### src/rtl/gate_sweep_ctrl.sv
// Purpose : drives a 2-input gate through {A,B}=00,10,01,11 and checks each sampled X against TRUTH.
// Latency : DONE rises 4*(SETTLE+1) cycles after the edge that accepts START (12 at SETTLE=2).
// Backpressure: none; START is only looked at in IDLE, so a request made while busy is dropped, not queued.
//
// Ports:
//   clk, rst_n      - rising-edge clock, asynchronous active-low reset
//   start           - run request, sampled only in IDLE
//   x               - combinational output of the gate under control
//   a, b            - registered gate inputs
//   busy            - high from the cycle after START is accepted through the last sample cycle
//   done            - one-cycle pulse when the sweep completes
//   pass            - last sweep had zero mismatches; held until the next accepted START
//   result          - captured X per vector index {B,A}; held until the next accepted START
//   err_cnt         - mismatch count of the last or current sweep (0..4)
module gate_sweep_ctrl #(
    parameter int unsigned SETTLE = 2,
    parameter logic [3:0]  TRUTH  = 4'b0111
) (
    input  logic       clk,
    input  logic       rst_n,
    input  logic       start,
    input  logic       x,
    output logic       a,
    output logic       b,
    output logic       busy,
    output logic       done,
    output logic       pass,
    output logic [3:0] result,
    output logic [2:0] err_cnt
);

    typedef enum logic [1:0] {
        IDLE   = 2'd0,
        DRIVE  = 2'd1,
        SAMPLE = 2'd2,
        FINISH = 2'd3
    } state_t;

    // DRIVE lasts SETTLE cycles; the counter is compared against its last value.
    localparam logic [3:0] SETTLE_LAST = 4'(SETTLE - 1);

    state_t     state_q, state_d;
    logic [1:0] idx_q, idx_d;
    logic [3:0] cnt_q, cnt_d;
    logic       a_d, b_d, busy_d, done_d, pass_d;
    logic [3:0] result_d;
    logic [2:0] err_d;
    logic [1:0] idx_inc;
    logic       mismatch;

    always_ff @(posedge clk or negedge rst_n) begin
        if (!rst_n) begin
            state_q <= IDLE;
            idx_q   <= 2'd0;
            cnt_q   <= 4'd0;
            a       <= 1'b0;
            b       <= 1'b0;
            busy    <= 1'b0;
            done    <= 1'b0;
            pass    <= 1'b0;
            result  <= 4'd0;
            err_cnt <= 3'd0;
        end else begin
            state_q <= state_d;
            idx_q   <= idx_d;
            cnt_q   <= cnt_d;
            a       <= a_d;
            b       <= b_d;
            busy    <= busy_d;
            done    <= done_d;
            pass    <= pass_d;
            result  <= result_d;
            err_cnt <= err_d;
        end
    end

    always_comb begin
        state_d  = state_q;
        idx_d    = idx_q;
        cnt_d    = cnt_q;
        a_d      = a;
        b_d      = b;
        busy_d   = busy;
        done_d   = 1'b0;
        pass_d   = pass;
        result_d = result;
        err_d    = err_cnt;
        idx_inc  = 2'(idx_q + 2'd1);
        mismatch = (x != TRUTH[idx_q]);

        case (state_q)
            IDLE: begin
                a_d = 1'b0;
                b_d = 1'b0;
                if (start) begin
                    state_d  = DRIVE;
                    idx_d    = 2'd0;
                    cnt_d    = 4'd0;
                    result_d = 4'd0;
                    err_d    = 3'd0;
                    pass_d   = 1'b0;
                    busy_d   = 1'b1;
                end
            end
            DRIVE: begin
                cnt_d = 4'(cnt_q + 4'd1);
                if (cnt_q == SETTLE_LAST) begin
                    state_d = SAMPLE;
                end
            end
            SAMPLE: begin
                result_d[idx_q] = x;
                if (mismatch) begin
                    err_d = 3'(err_cnt + 3'd1);
                end
                if (idx_q != 2'd3) begin
                    idx_d   = idx_inc;
                    a_d     = idx_inc[0];
                    b_d     = idx_inc[1];
                    cnt_d   = 4'd0;
                    state_d = DRIVE;
                end else begin
                    // PASS is settled here so it already includes the vector-3 verdict when DONE rises.
                    state_d = FINISH;
                    a_d     = 1'b0;
                    b_d     = 1'b0;
                    busy_d  = 1'b0;
                    done_d  = 1'b1;
                    pass_d  = (err_d == 3'd0);
                end
            end
            FINISH: begin
                state_d = IDLE;
            end
            default: begin
                state_d = IDLE;
            end
        endcase
    end

endmodule

### config.mk
export PLATFORM = sky130hd
export DESIGN_NAME = gate_sweep_ctrl
export DESIGN_NICKNAME = d
export VERILOG_FILES = /design/src/rtl/gate_sweep_ctrl.sv
export SDC_FILE = /design/constraint.sdc
export NUM_CORES = 1
export LEC_CHECK = 0
export BUFFER_PORTS_ARGS = -buffer_cell sky130_fd_sc_hd__buf_2
export CAP_MARGIN = 10
export CORE_ASPECT_RATIO = 1.75
export CORE_MARGIN = 2
export CORE_UTILIZATION = 40
export DETAILED_ROUTE_END_ITERATION = 12
export GPL_TIMING_DRIVEN = 0
export PLACE_DENSITY = 0.73
export SETUP_SLACK_MARGIN = 0.1
export SLEW_MARGIN = 20
export SYNTH_ARGS = -nofsm -noshare
export SYNTH_HDL_FRONTEND = slang
export SYNTH_SLANG_ARGS = --single-unit
### constraint.sdc
create_clock -name clk -period 1.65 [get_ports clk]
set_input_delay 0.165 -clock clk [delete_from_list [all_inputs] [get_ports clk]]
set_output_delay 0.165 -clock clk [all_outputs]
set_load 0.05 [all_outputs]
==> impl_metrics.json <==
{
  "status": "completed",
  "wl_mm": 2.19,
  "power_frac_seq": 0.340,
  "coreArea_sq_um": 2630,
  "drive_gt1_frac": 0.375,
  "synth.net_count": 108,
  "synth-seq-cells": 20,
  "cp.arrival_ns": 1.74,
  "diodes": 0,
  "ys_seq_area_frac": 0.462,
  "skew_ns": 0.00223,
  "port_buffers": 15,
  "synth_cell_types": 33,
  "grt_pass1_wl_mm": 3.74,
  "areaGrowthSynthToFinish_pct": 21.9,
  "chipWidth_um": 43.3,
  "pwr-share-clk": 0.167,
  "critPathCaptureType": "flop",
  "route.detailed.drc": 0,
  "ios": 16,
  "max_cap_violations": 0,
  "start_util": 0.412,
  "hold_viol": 0,
  "synth_top_area_share": 0.462,
  "antenna_found_initial": 0,
  "clk_pin_slew_ns": 0.08,
  "clkSinkCount": 20,
  "pwr-share-comb": 0.493,
  "vias": 830,
  "fin_nets": 133,
  "cts_tree": "done",
  "synthTopCellsByArea": "dfrtp_1, a22o_1, ha_1, mux2_2, nor2_1",
  "whs_ns": 0.262,
  "post_drt_wl_per_cell_um": 14.9,
  "worst_pin_slew_ns": 0.466,
  "clk_latency_ns": 0.26,
  "layout_commonest_cell": "dfrtp_1",
  "syn_area_sq_um": 1080,
  "final_cell_mix": "dfrtp_1, buf_2, a22o_1",
  "critical_path_class": "flop to flop",
  "switchingPower_w": 0.000985,
  "grt_pass1_vias": 830,
  "synth_top_area_cell": "dfrtp_1",
  "fin_util": 0.503,
  "ir_drop_v": 0.00127,
  "gp_congestion": 0.728,
  "startpoint_type": "flop",
  "finalCritPeriodShare": 0.959,
  "h-tree-depth": 1,
  "avgSynthCellArea_sq_um": 11.3,
  "finalCriticalPeriod_ns": 1.58,
  "cts-root-buf": "clkbuf_8",
  "p_per_area_nw_per_um2": 1730,
  "rsz0062_at_grt": "true",
  "final-setup-viol-count": 0,
  "required_ns": 1.81,
  "cts-buffers-inserted": 3,
  "ant_nets": 0,
  "finalSetupTns_ns": 0,
  "yosysWarnings": 0,
  "overflow": 0,
  "cp_max_fo": 4,
  "worst_slew_margin_rel": 0.689,
  "num_rows": 25,
  "drt_iter0_markers": 11,
  "p_int_w": 0.00130,
  "clock_path_buffers": 2,
  "grt_max_degree": 21,
  "p_sw_frac": 0.432,
  "die_h_um": 72.9,
  "first_pass_iters": 4,
  "dp_hpwl_mm": 1.57,
  "synth_cells": 96,
  "drv_slew": 0,
  "fmaxAchievable_mhz": 632,
  "via_per_inst": 5.65,
  "leakage_nw": 0.693,
  "die-area_sq_um": 3160,
  "grtUsageTotal": 0.159,
  "hp-class": "input port to flop"
}
## final cells by class
cell class	instances	area, sq um
Fill cell	252	1310
Multi-Input combinational cell	66	567
Sequential cell	20	503
Timing Repair Buffer	20	115
Clock buffer	4	55.1
Tap cell	27	33.8
Inverter	7	26.3
Buffer	3	21.3
## power by group through the flow
stage          clock (W)  sequential [W]  combinational, W
2_1_floorplan          0        0.000972          0.000640
3_3_place_gp           0        0.000786           0.00104
3_5_place_dp           0        0.000795           0.00107
4_1_cts         0.000386        0.000776           0.00113
5_1_grt         0.000404        0.000800           0.00124
6_report        0.000382        0.000775           0.00112
## worst paths after layout
kind | start | to | slack [ns] | cells past startpoint
setup / recovery | idx_q[1] | err_cnt[2] | 0.07 | 5
hold / removal | start | busy | 0.26 | 3
setup reg to reg | idx_q[1] | err_cnt[2] | 0.07 | 5
hold reg to reg | b | b | 0.49 | 2
max in group asynchronous | rst_n | idx_q[0] | 0.92 | 2
min in group asynchronous | rst_n | err_cnt[1] | 0.38 | 2
## worst max-delay path: stages, from the launching register on
cell	delay, ns
dfrtp_2	0.43
ha_4	0.18
ha_4	0.27
nand2b_4	0.13
mux2_4	0.29
a22o_1	0.17
## routing by layer
layer  up-vias  track usage  share of wire
li1        399            -              -
met1       413        0.182           0.39
met2        14        0.270           0.55
met3         4       0.0248          0.031
met4         0       0.0976          0.027
met5         -            0              0
## cell usage after synthesis, drive strengths merged
master and n:
dfrtp 20, a22o 12, ha 8, nor2 8
inv 7, mux2 6, nand2 5, o21ai 5
buf 3, a211o 2, a21o 2, nand2b 2
nor3b 2, o31ai 2, a21oi 1, a22oi 1
a32o 1, and2b 1, and3 1, mux2i 1
nand3 1, nor2b 1, nor3 1, o22ai 1
o2bb2ai 1, xnor2 1
## repair_timing
action	4_1_cts	5_1_grt
hold buffers	1	0
setup endpoints to repair	2	4
resized for setup	2	2
endpoints found under the hold margin	20	0
pin swaps	2	3
buffers inserted	4	0
## cells by family (layout without fill, tap and decap cells)
group | after synthesis | count (layout) | synth area share
simple gates | 22 | 22 | 0.109
xor+xnor | 1 | 1 | 0.00808
flops | 20 | 20 | 0.462
fa+ha+maj | 8 | 8 | 0.0924
buf+inv | 10 | 34 | 0.0439
mux | 7 | 7 | 0.0751
compound gates | 28 | 28 | 0.210
## per-stage QoR
stage	instances	total power [W]	cell area [sq um]	worst slack, ns
after detailed placement	138	0.00186	1220	-0.0453
after global routing	147	0.00244	1320	0.0310
after CTS	147	0.00229	1320	0.0510
final	147	0.00228	1320	0.0682
after floorplan	96	0.00161	1110	0.0417
after global placement	138	0.00183	1220	-0.0175
## sequential cells by signal, summed over array words and instances (netlist names)
name and count:
idx_q 2, err_cnt 3, state_q 2, cnt_q 4, result 4, a 1, busy 1, b 1
pass 1, done 1
Note: power is estimated with default switching activity, not from simulation.
